--- config.mk ---
export PLATFORM = sky130hd
export DESIGN_NAME = led_chain_driver
export DESIGN_NICKNAME = d
export VERILOG_FILES = /design/src/rtl/led_chain_driver_pkg.sv /design/src/rtl/led_addr_map.sv /design/src/rtl/led_chain_driver.sv
export SDC_FILE = /design/constraint.sdc
export NUM_CORES = 1
export LEC_CHECK = 0
export ABC_CLOCK_PERIOD_IN_PS = 2700
export CAP_MARGIN = 20
export CORE_UTILIZATION = 60
export DETAILED_ROUTE_END_ITERATION = 10
export DONT_BUFFER_PORTS = 1
export GPL_TIMING_DRIVEN = 0
export HOLD_SLACK_MARGIN = 0.05
export PLACE_DENSITY = 0.82
export REMOVE_ABC_BUFFERS = 1
export SYNTH_ARGS = -nofsm -noshare
export SYNTH_HDL_FRONTEND = slang
export SYNTH_SLANG_ARGS = --single-unit
--- constraint.sdc ---
create_clock -name i_clk -period 2.7 [get_ports i_clk]
set_input_delay 0.54 -clock i_clk [delete_from_list [all_inputs] [get_ports i_clk]]
set_output_delay 0.54 -clock i_clk [all_outputs]
set_load 0.005 [all_outputs]
--- src/rtl/led_chain_driver_pkg.sv ---
// Shared types and defaults for the serial LED chain driver and its address map.
package led_chain_driver_pkg;

   typedef enum logic [2:0] {
      S_IDLE  = 3'd0,
      S_FETCH = 3'd1,
      S_SHIFT = 3'd2,
      S_LATCH = 3'd3
   } state_t;

   localparam int unsigned C_BPC_DEFAULT   = 12;
   localparam int unsigned C_GROUP_DEFAULT = 16;

endpackage

--- src/rtl/led_addr_map.sv ---
// Frame-memory index to address map; optionally reverses word order inside each group.
module led_addr_map
   import led_chain_driver_pkg::*;
#(
   parameter int unsigned c_addr_w  = 10,
   parameter int unsigned c_group   = C_GROUP_DEFAULT,
   parameter int unsigned c_reverse = 1
) (
   input  logic [c_addr_w-1:0] idx,
   output logic [c_addr_w-1:0] addr_c
);

   // Group is a power of two, so inverting the low bits is an XOR with group-1.
   localparam logic [c_addr_w-1:0] c_mask = (c_reverse != 0) ? c_addr_w'(c_group - 1) : '0;

   assign addr_c = idx ^ c_mask;

endmodule

--- src/rtl/led_chain_driver.sv ---
// Streams one frame per lane from frame memory onto parallel LED daisy chains
// with a shared divided SCLK and latch pulse.
module led_chain_driver
   import led_chain_driver_pkg::*;
#(
   parameter int unsigned c_lanes        = 2,
   parameter int unsigned c_channels     = 960,
   parameter int unsigned c_bpc          = C_BPC_DEFAULT,
   parameter int unsigned c_group        = C_GROUP_DEFAULT,
   parameter int unsigned c_reverse      = 1,
   parameter int unsigned c_sclk_half    = 1,
   parameter int unsigned c_rd_lat       = 1,
   parameter int unsigned c_lat_cycles   = 2,
   parameter int unsigned c_frame_period = 16666,
   parameter int unsigned c_ext_sync     = 0,
   parameter int unsigned c_addr_w       = $clog2(c_channels)
) (
   input  logic                       i_clk,
   input  logic                       i_rst_n,
   input  logic                       i_enable,
   input  logic                       i_sync,
   input  logic [c_lanes*c_bpc-1:0]   i_data,
   output logic [c_addr_w-1:0]        o_addr,
   output logic                       o_sclk,
   output logic [c_lanes-1:0]         o_dai,
   output logic                       o_lat,
   output logic                       o_busy,
   output logic                       o_done,
   output logic                       o_overrun
);

   localparam int unsigned c_tick_w = (c_frame_period > 1) ? $clog2(c_frame_period) : 1;
   localparam int unsigned c_half_w = $clog2(c_sclk_half + 1);
   localparam int unsigned c_bit_w  = $clog2(c_bpc + 1);
   localparam int unsigned c_rd_w   = $clog2(c_rd_lat + 1);
   localparam int unsigned c_lat_w  = $clog2(c_lat_cycles + 1);

   state_t                state_q, state_d;
   logic [c_addr_w-1:0]   idx_q, idx_d, nxt_idx_c, map_c, addr_d;
   logic [c_rd_w-1:0]     rd_q, rd_d;
   logic [c_half_w-1:0]   half_q, half_d;
   logic [c_bit_w-1:0]    bit_q, bit_d;
   logic [c_lat_w-1:0]    latc_q, latc_d;
   logic [c_tick_w-1:0]   tick_q;
   logic                  phase_q, phase_d;
   logic                  sync_q, ext_start_q, start_c;
   logic                  sclk_d, lat_d, busy_d, done_d, overrun_d;
   logic                  load_c, shift_c, clr_c;

   // Free-running frame tick and registered external sync edge.
   always_ff @(posedge i_clk or negedge i_rst_n) begin
      if (!i_rst_n) begin
         tick_q      <= '0;
         sync_q      <= 1'b0;
         ext_start_q <= 1'b0;
      end else begin
         tick_q      <= (tick_q == c_tick_w'(c_frame_period - 1)) ? '0 : tick_q + c_tick_w'(1);
         sync_q      <= i_sync;
         ext_start_q <= i_sync & ~sync_q;
      end
   end

   assign start_c   = (c_ext_sync != 0) ? ext_start_q : (tick_q == '0);
   assign nxt_idx_c = (state_q == S_IDLE) ? '0 : idx_q + c_addr_w'(1);

   led_addr_map #(
      .c_addr_w  (c_addr_w),
      .c_group   (c_group),
      .c_reverse (c_reverse)
   ) u_addr_map (
      .idx    (nxt_idx_c),
      .addr_c (map_c)
   );

   always_ff @(posedge i_clk or negedge i_rst_n) begin
      if (!i_rst_n) begin
         state_q   <= S_IDLE;
         idx_q     <= '0;
         rd_q      <= '0;
         half_q    <= '0;
         bit_q     <= '0;
         latc_q    <= '0;
         phase_q   <= 1'b0;
         o_addr    <= '0;
         o_sclk    <= 1'b0;
         o_lat     <= 1'b0;
         o_busy    <= 1'b0;
         o_done    <= 1'b0;
         o_overrun <= 1'b0;
      end else begin
         state_q   <= state_d;
         idx_q     <= idx_d;
         rd_q      <= rd_d;
         half_q    <= half_d;
         bit_q     <= bit_d;
         latc_q    <= latc_d;
         phase_q   <= phase_d;
         o_addr    <= addr_d;
         o_sclk    <= sclk_d;
         o_lat     <= lat_d;
         o_busy    <= busy_d;
         o_done    <= done_d;
         o_overrun <= overrun_d;
      end
   end

   // Next state plus next values of every registered output.
   always_comb begin
      state_d   = state_q;
      idx_d     = idx_q;
      rd_d      = rd_q;
      half_d    = half_q;
      bit_d     = bit_q;
      latc_d    = latc_q;
      phase_d   = phase_q;
      addr_d    = o_addr;
      sclk_d    = 1'b0;
      lat_d     = 1'b0;
      busy_d    = o_busy;
      done_d    = 1'b0;
      overrun_d = start_c && (state_q != S_IDLE);
      load_c    = 1'b0;
      shift_c   = 1'b0;
      clr_c     = 1'b0;
      unique case (state_q)
         S_IDLE: begin
            busy_d = 1'b0;
            if (start_c && i_enable) begin
               state_d = S_FETCH;
               idx_d   = nxt_idx_c;
               rd_d    = '0;
               addr_d  = map_c;
               busy_d  = 1'b1;
            end
         end
         S_FETCH: begin
            if (rd_q == c_rd_w'(c_rd_lat - 1)) begin
               state_d = S_SHIFT;
               half_d  = '0;
               phase_d = 1'b0;
               bit_d   = '0;
               load_c  = 1'b1;
            end else begin
               rd_d = rd_q + c_rd_w'(1);
            end
         end
         S_SHIFT: begin
            if (half_q == c_half_w'(c_sclk_half - 1)) begin
               half_d = '0;
               if (!phase_q) begin
                  phase_d = 1'b1;
                  sclk_d  = 1'b1;
               end else if (bit_q != c_bit_w'(c_bpc - 1)) begin
                  phase_d = 1'b0;
                  bit_d   = bit_q + c_bit_w'(1);
                  shift_c = 1'b1;
               end else if (idx_q == c_addr_w'(c_channels - 1)) begin
                  state_d = S_LATCH;
                  latc_d  = '0;
                  lat_d   = 1'b1;
                  clr_c   = 1'b1;
               end else begin
                  state_d = S_FETCH;
                  idx_d   = nxt_idx_c;
                  rd_d    = '0;
                  addr_d  = map_c;
               end
            end else begin
               half_d = half_q + c_half_w'(1);
               sclk_d = o_sclk;
            end
         end
         S_LATCH: begin
            // Latch high for c_lat_cycles, then one done cycle that still counts as busy.
            if (latc_q == c_lat_w'(c_lat_cycles)) begin
               state_d = S_IDLE;
               busy_d  = 1'b0;
            end else if (latc_q == c_lat_w'(c_lat_cycles - 1)) begin
               done_d = 1'b1;
               latc_d = latc_q + c_lat_w'(1);
            end else begin
               lat_d  = 1'b1;
               latc_d = latc_q + c_lat_w'(1);
            end
         end
         default: state_d = S_IDLE;
      endcase
   end

   // Per-lane shift register; o_dai updates only at the start of a low phase.
   for (genvar l = 0; l < c_lanes; l++) begin : g_lane
      logic [c_bpc-1:0] word_c;
      logic [c_bpc-1:0] shreg_q;
      logic             dai_q;

      assign word_c = i_data[l*c_bpc +: c_bpc];

      always_ff @(posedge i_clk or negedge i_rst_n) begin
         if (!i_rst_n) begin
            shreg_q <= '0;
            dai_q   <= 1'b0;
         end else if (load_c) begin
            shreg_q <= word_c;
            dai_q   <= word_c[c_bpc-1];
         end else if (shift_c) begin
            shreg_q <= {shreg_q[c_bpc-2:0], 1'b0};
            dai_q   <= shreg_q[c_bpc-2];
         end else if (clr_c) begin
            dai_q   <= 1'b0;
         end
      end

      assign o_dai[l] = dai_q;
   end

endmodule

Word-level counts from Yosys, hierarchy flattened
Index checks and enable logic that the tools add are counted.
Widths: inputs -> output; s select.
Cells by class
  $add $sub $neg: 6
  eq/ne operators: 18
  muxes and demuxes: 79
  bitwise logic cells: 1
  reduce and logical (&&, ||, !) cells: 20
Operator list (number)
  $mux 10: 11
  $mux 11: 4
  $pmux 10 s2: 2
  $mux 1: 37
  $reduce_and 6->1: 4
  $mux 3: 6
  $ne 2x2->1 const B: 9
  $mux 4: 4
  $add 15x1->15 const B: 1
  $eq 15x15->1 const B: 1
  $logic_not 15->1: 1
  $mux 15: 1
  $mux 2: 6
  $pmux 3 s4: 1
  $add 10x1->10 const B: 1
  $eq 10x10->1 const B: 1
  $reduce_bool 2->1: 5
  $reduce_bool 3->1: 3
  $pmux 1 s2: 4
  $pmux 4 s2: 1
  $eq 3x2->1 const B: 2
  $reduce_and 5->1: 1
  $add 4x1->4 const B: 1
  $ne 4x4->1 const B: 1
  other kinds (13): 16
Storage, ports and cells
  register bits: 76
  input port bits: 28
  output and inout port bits: 17
  logic and storage cells: 142

Longest topological paths before layout
  depth after elaboration: 9
  gate-level depth with buffers: 8
  gate-level depth less buffers: 7

Cells and area by module
Synthesis repeated with hierarchy kept, for this count alone.
Unflattened totals
  cells, all modules: 359
  area total of the unflattened synthesis: 3746.1 µm²
Modules (own cells, without submodules)
  led_chain_driver: times used 1, cells an instance 349, area each 3686.0 µm², sequential area each 1826.8 µm²
  led_addr_map: times used 1, cells an instance 10, area each 60.1 µm², sequential area each 0.0 µm²

Worst setup path after synthesis
Ideal clock, no wire load.
  path kind: register to register
  start: register state_q[0]
  end: register o_addr[2]
  library setup time: 0.128 ns
  data arrival time: 1.848 ns
  data required time: 2.572 ns
  setup slack: 0.724 ns
  cell stages (with the launch flop): 9
  buffers on the path: 2
  period minus slack after synthesis: 1.976 ns
  path through: dfrtp_1 -> inv_1 -> ha_1 -> clkbuf_1 -> nor2_1 -> a21o_1 -> buf_4 -> nor2_1 -> mux2_1
On the way
  cells in the longest elaborated chain, start to end: 8
  elaborated cells on any way between the ends: 17
  those cells by class: eq/ne: 6; mux: 7; bitwise: 1; reduce/logical: 3
RTL lines
  from (decl): RTL line led_chain_driver.sv:38  | state_t state_q, state_d;
  from (signal assigned): RTL line led_chain_driver.sv:91  | state_q <= state_d;
  $logic_not 3->1: RTL line led_chain_driver.sv:64, led_chain_driver.sv:125
  $mux 10: RTL line led_chain_driver.sv:64  | assign nxt_idx_c = (state_q == S_IDLE) ? '0 : idx_q + c_addr_w'(1);
  $not 4->4 (no line)
  $mux 10: RTL line led_chain_driver.sv:157  | end else if (idx_q == c_addr_w'(c_channels - 1)) begin
  $mux 10: RTL line led_chain_driver.sv:153  | end else if (bit_q != c_bit_w'(c_bpc - 1)) begin
  $mux 10: RTL line led_chain_driver.sv:150  | if (!phase_q) begin
  $mux 10: RTL line led_chain_driver.sv:148  | if (half_q == c_half_w'(c_sclk_half - 1)) begin
  $pmux 10 s2: RTL line led_chain_driver.sv:125  | unique case (state_q)
  to (signal assigned): RTL line led_chain_driver.sv:98  | o_addr <= addr_d;
  to (decl): RTL line led_chain_driver.sv:23  | output logic [c_addr_w-1:0] o_addr,
Several ways; a longest one is shown, not always the timed one. The select of a mux whose other input is x is not followed.
A chain may end at the register's enable or synchronous reset.

Worst setup path after layout
  start: register state_q[0]
  end: register g_lane[1].shreg_q[8]
On the way
  cells in the longest elaborated chain, start to end: 3
  elaborated cells on any way between the ends: 6
  those cells by class: eq/ne: 2; mux: 3; reduce/logical: 1
RTL lines
  $eq 3x1->1 or $eq 3x2->1 (tied branches): RTL line led_chain_driver.sv:125
  $mux 1: RTL line led_chain_driver.sv:125
  $mux 11 or $reduce_bool 2->1 (tied branches)
  to (signal assigned): RTL line led_chain_driver.sv:203  | shreg_q <= word_c;
  to (signal assigned): RTL line led_chain_driver.sv:206  | shreg_q <= {shreg_q[c_bpc-2:0], 1'b0};
  to (decl): RTL line led_chain_driver.sv:193  | logic [c_bpc-1:0] shreg_q;
Several ways; a longest one is shown, not always the timed one.

==> flow_summary_export.csv <==
group,metric,value,unit
outcome,status,"completed",
flow_run,drv_cap,0,
grt,grtUsageMet1,0.308,
sta,worst_slew_pin_slew,0.957,ns
sta,maxSlewViolCount,0,
cts,htree_levels,3,
cts,cts-root-buf,"clkbuf_8",
yosys,syn_inst,341,
floorplan,die_h,77.4,um
sta,fin_skew,0.00817,ns
floorplan,die_area,0.00599,mm^2
critical_path,crit_slowest_cell,"nor2b_2",
placed_design,dp_slack,0.127,ns
yosys,synthArstFlopShare,1.00,
layout,design_area,0.00361,mm^2
critical_path,required,2.89,ns
detailed_routing,ant_nets,0,
grt,grt_overflow,0,
grt,grt_max_degree,68,
critical_path,criticalPathCategory,"flop to flop",
critical_path,critPathBufInv,2,
sta,min_period_over_period,0.870,
critical_path,reg2reg_to,"g_lane[1].shreg_q[8]",
detailed_routing,num_vias,2405,
layout,drive_gt1_frac,0.0772,
critical_path,max_stage_delay,0.49,ns
yosys,synthTopCellsByArea,"dfrtp_1 (49%), mux2i_1 (6.7%), o21ai_0 (5.3%), nand2_1 (5.2%), ha_1 (4.4%)",
yosys,synth_top_area_frac,0.491,
critical_path,r2r-start,"state_q[0]",
critical_path,crit_family,"simple AND/OR/NAND/NOR gates",
yosys,yosys_register_bits,67,
critical_path,cp-start-kind,"flop",
placed_design,place_congestion,0.835,
pwr,power_per_cell_area,486,mW/mm^2
grt,antenna_found_initial,0,
yosys,synth.distinct_cells,49,
layout,stdcell_count,409,
floorplan,core,0.00551,mm^2
layout,diodes,0,
detailed_routing,routed_wl,6.19,mm
critical_path,cp-end-kind,"flop",
sta,rsz0062_at_grt,"false",
critical_path,r2r_slack,0.35,ns
detailed_routing,drt_iter0_markers,186,
placed_design,post-place-cells,392,
yosys,yosys.area.top_type,"dfrtp_1",
cts,max-clock-path-buffers,2,
min_path,min_path_type,"input pin to async pin",
yosys,synth_area_per_cell,10.0,um^2
pwr,p_leak,1.61,nW
detailed_routing,drcViolationCount,0,
grt,met3_usage,0.0553,
placed_design,dp_hpwl,4.37,mm
cts,cts_made_buffers,9,
detailed_routing,viasPerCell,5.88,
placed_design,post_dp_cell_area,0.00342,mm^2
layout,nFillCells,422,
critical_path,startpoint,"state_q[0]",
sta,fmax,426,MHz
yosys,ys_seq_area_frac,0.491,
grt,grt_pass1_wl,10.9,mm
yosys,synth_ff_type,"dfrtp_1",
grt,grt_pass1_vias,2335,
yosys,synth_edf_count,0,
layout,area_delta_synth_final,5.83,%
sta,hold_viol_final,0,
critical_path,critPathCapture,"g_lane[1].shreg_q[8]",
layout,fin_nets,372,
floorplan,die_x,77.4,um
cts,clkLatencyLatePin,0.34,ns
pwr,irDropWorstVdd,353,uV
critical_path,crit_fanout,15,
cts,clkTransAtPathRegs,0.07,ns
pwr,power.total,1.75,mW
sta,fin_crit,2.35,ns
sta,hold_slack,0.0613,ns
grt,grt-busiest-layer,"met2",
critical_path,arrival,2.53,ns
placed_design,portBuffers,0,
critical_path,cp.depth,7,
sta,setup_violations,0,
sta,slew_headroom,0.362,
floorplan,io_pins,45,
floorplan,start_util,0.620,
floorplan,row_count,27,
cts,cts_tree,"yes",
cts,cts_sinks,67,
yosys,ys_warn_count,0,
grt,met2_usage,0.368,
yosys,netlist_area,0.00341,mm^2
sta,timing.final.ws_setup,0.351,ns
detailed_routing,wl_per_cell,15.1,um
grt,grt_usage,0.234,
critical_path,cp_cell_sequence,"inv_1 -> ha_1 -> nand2_1 -> nor2b_2 -> buf_16 -> mux2i_1 -> o21ai_0",
critical_path,reg2reg_depth,7,
detailed_routing,first_pass_iters,4,
-- registers in the layout, indices dropped and copies added (netlist names), 2 cells and up --
name / cells
bit_q: 4
g_lane.dai_q: 2
g_lane.shreg_q: 22
idx_q: 4
latc_q: 2
o_addr: 10
state_q: 2
tick_q: 15
-- placed cells by master, fill, tap and decap left out, types with 3 or more instances in the layout --
master    synthesis  final
xnor2_1           8      8
a21oi_1           5      5
nor4_1            3      3
inv_1            11     11
nand2_1          47     47
and3_1            4      4
o31ai_1          10     10
dfrtp_1          67     67
nor3_1            5      5
ha_1             12     12
mux2i_1          23     23
clkbuf_8          0      9
o21ai_0          36     36
xor2_1           10     10
nand3_1          12     12
nor2_1           25     25
clkinv_2          0      3
nand4_1           3      3
a22o_1            3      3
-- report_power, final --
| part | leakage [nW] | total [mW] | internal, mW | switching (mW) |
|---|---|---|---|---|
| clock | 0.0791 | 0.708 | 0.329 | 0.379 |
| sequential | 0.854 | 1.01 | 1.01 | 0.00126 |
| combinational | 0.679 | 0.0390 | 0.0130 | 0.0260 |
| total | 1.61 | 1.75 | 1.35 | 0.406 |
-- worst min path at each step --
stage                        from   endpoint  slack, ns  cells past startpoint
after floorplan           i_rst_n   bit_q[0]       0.24                      0
after detailed placement  i_rst_n  o_addr[0]       0.25                      0
after CTS                 i_rst_n  o_addr[3]       0.08                      1
after global placement    i_rst_n   idx_q[0]       0.25                      0
final                     i_rst_n      o_lat       0.06                      1
after global routing      i_rst_n  o_addr[3]       0.08                      1
-- logic make-up (layout without fill, tap and decap cells) --
group / Yosys count / after routing / synth area share
and+or+nand+nor: 117 / 117 / 0.172
AOI/OAI and AO/OA: 69 / 69 / 0.126
DFF: 67 / 67 / 0.491
adders and majority gates: 12 / 12 / 0.0440
muxes: 24 / 24 / 0.0708
xor gates and xnor gates: 18 / 18 / 0.0462
buffers and inverters: 34 / 30 / 0.0499
-- per-stage QoR --
stage               TNS [ns]  utilization
floorplan             -0.670            -
global placement      -11.31        0.613
detailed placement         0        0.621
CTS                        0        0.655
global route               0        0.656
finish                     0        0.656
-- worst register-to-register path, delay by kind of cell, from the launching register on --
family / cells / cell delay [ns]
buffers and inverters: 2 / 0.34
AO/OA/AOI/OAI: 1 / 0.10
adder cells (fa/ha/maj): 1 / 0.42
AND/OR/NAND/NOR: 2 / 0.64
multiplexers: 1 / 0.24
flip-flops: 1 / 0.46
-- metal layers --
| layer | share of wire | wire length (um) |
|---|---|---|
| met3 | 0.032 | 198 |
| met4 | 0.016 | 100 |
| met1 | 0.46 | 2830 |
| met2 | 0.49 | 3060 |
| met5 | 0 | 0 |
-- Yosys cell counts (all sizes together) (2+ instances only) --
| cell | count |
|---|---|
| dfrtp | 67 |
| nand2 | 47 |
| o21ai | 37 |
| nor2 | 25 |
| mux2i | 23 |
| buf | 15 |
| ha | 12 |
| nand3 | 12 |
| inv | 11 |
| o31ai | 10 |
| xor2 | 10 |
| clkbuf | 8 |
| xnor2 | 8 |
| nor3 | 6 |
| a21oi | 5 |
| and3 | 4 |
| a22o | 3 |
| nand4 | 3 |
| nor2b | 3 |
| nor4 | 3 |
| or2 | 3 |
| a21o | 2 |
| a221o | 2 |
| a2bb2oi | 2 |
| a31oi | 2 |
| nand3b | 2 |
| nand4b | 2 |
| or3 | 2 |
-- final cells by class --
class	instances	area (um^2)	share of cell area
inverter	11	41.3	0.0114
multi-input combinational	240	1570	0.435
sequential	67	1680	0.464
timing repair buffer	3	70.1	0.0194
tap	72	90.1	0.0249
clock inverter	5	30.0	0.00832
clock buffer	11	131	0.0364
-- what timing repair did --
action                                 in CTS  in global routing
setup endpoints to repair                   0                  4
resized for setup                           0                  1
hold buffers                                1                  0
buffers inserted                            0                  0
endpoints found under the hold margin      67                  0
(Power assumes the default switching activity.)
==> RTL edit, RTL diff (same flow settings) <==
Add an input register stage for `i_data`, without a reset; this delays it by one clock. The other inputs are not delayed to match.
--- a/src/rtl/led_chain_driver.sv
+++ b/src/rtl/led_chain_driver.sv
@@ -35,6 +35,12 @@
    localparam int unsigned c_rd_w   = $clog2(c_rd_lat + 1);
    localparam int unsigned c_lat_w  = $clog2(c_lat_cycles + 1);
 
+   logic [c_lanes*c_bpc-1:0] i_data_q;
+
+   always_ff @(posedge i_clk) begin
+      i_data_q <= i_data;
+   end
+
    state_t                state_q, state_d;
    logic [c_addr_w-1:0]   idx_q, idx_d, nxt_idx_c, map_c, addr_d;
    logic [c_rd_w-1:0]     rd_q, rd_d;
@@ -193,7 +199,7 @@
       logic [c_bpc-1:0] shreg_q;
       logic             dai_q;
 
-      assign word_c = i_data[l*c_bpc +: c_bpc];
+      assign word_c = i_data_q[l*c_bpc +: c_bpc];
 
       always_ff @(posedge i_clk or negedge i_rst_n) begin
          if (!i_rst_n) begin
Function: changed (a bounded check fails within 4 cycles, from zero or initial values and one cycle with i_rst_n low).
==> RTL edit against the unedited design <==
Final area rose by 15%. Sequential cell count rose by 24. Hold slack improved by 0.12 ns. Synthesized area rose by 14%. Synthesized cell count rose by 7.9%. Routed wire length rose by 7.1%. Worst setup slack improved by 0.087 ns.
Power is not compared: it rests on default switching activity, and its combinational part moved more than twofold at a synthesized area within 25%.
==> RTL edit: results (changes against the unedited design) <==
GRT
  • First-pass GRT wire length: 10700 um (-1.3%)
  • Vias in the first global route: 2401 (+2.8%)
  • GRT Resource Usage Total: 21.4% (-2.0 points)

Worst setup path
  • CP Max Fanout: 13 (-2)
  • R2r endpoint: g_lane[1].shreg_q[4]
  • Worst path max stage delay: 0.46 ns (-0.03 ns)
  • WP data arrival: 2.48 ns (-0.05 ns)
  • Setup slack, reg-to-reg: 0.44 ns (+0.09 ns)

Placed design
  • Gpl congestion: 0.865 (+3.6%)
  • Placed inst area: 0.00392 mm2 (+15%)
  • HPWL Detailed: 4430 um (+1.3%)
  • Setup WS pre-CTS: 0.214 ns (+0.0869 ns)
  • # placed instances: 427 (+8.9%)

Synth
  • Netlist cell types: 48 (-2.0%)
  • Sequential cell area fraction in the yosys report: 55.2% (+6.1 points)
  • Post-synth top cells: dfrtp_1, nand2_1, o21ai_0, dfxtp_1, nor2_1
  • Mapped Cells: 368 (+7.9%)

Final layout
  • Layout Nets: 403 (+8.3%)
  • Largest regs: i_data_q: 24 flops, g_lane.shreg_q: 22 flops, tick_q: 15 flops
  • FF/Latch Area: 0.00216 mm2 (+29%)
  • Fillers: 471 (+12%)
  • Finished Layout Cells: 445 (+8.8%)
  • Share of layout cells above drive strength 1: 8.15% (+0.44 points)

Timing
  • Hold slack: 0.185 ns (+0.124 ns)
  • Fmax: 0.442 GHz (+3.8%)
  • Clock skew: 0.0121 ns (+0.00397 ns)
  • Max-slew headroom: 50.3% (+14 points)

Drt
  • Initial DRC Count: 182 (-2.2%)
  • Routed WL: 6620 um (+7.1%)
  • Via/cell ratio: 5.75 (-2.2%)
  • Drt pass-1 iters: 5 (+1)

Status
  • Outcome: finished, final reports clean

Clock network
  • Clock-pin slew on the worst setup and hold paths: 0.10 ns (+0.03 ns)

Min path
  • Hold/Removal Path Class: input port to flop
## RTL edit: kinds of logic after synthesis
family,share of synthesized area [%]
xor gates and xnor gates,3.36
AOI/OAI and AO/OA,12.1
buffers and inverters,4.52
and+or+nand+nor,15.3
muxes,5.67
DFF,55.2
adders and majority gates,3.84
## RTL edit: layout make-up
class | instances | share of cell area, %
Sequential cell | 91 | 52.0
Multi-Input combinational cell | 242 | 38.1
Clock inverter | 7 | 1.66
Tap cell | 77 | 2.32
Timing Repair Buffer | 4 | 1.63
Inverter | 15 | 1.36
Clock buffer | 9 | 2.98
## RTL edit: per-layer routing
metal	track usage, %	share of wire (%)	wire length, um
met1	26.1	46	3060
met2	35.5	48	3190
met3	6.15	4.2	276
met4	8.62	1.5	97
met5	0	0	0
## RTL edit: power groups by stage
stage	Clock (mW)	Combinational (mW)	Sequential, mW
floorplan	0	0.472	1.73
global placement	0	0.548	1.76
detailed placement	0	0.602	1.78
CTS	0.903	0.631	1.75
global route	0.967	0.711	1.78
finish	0.888	0.625	1.75
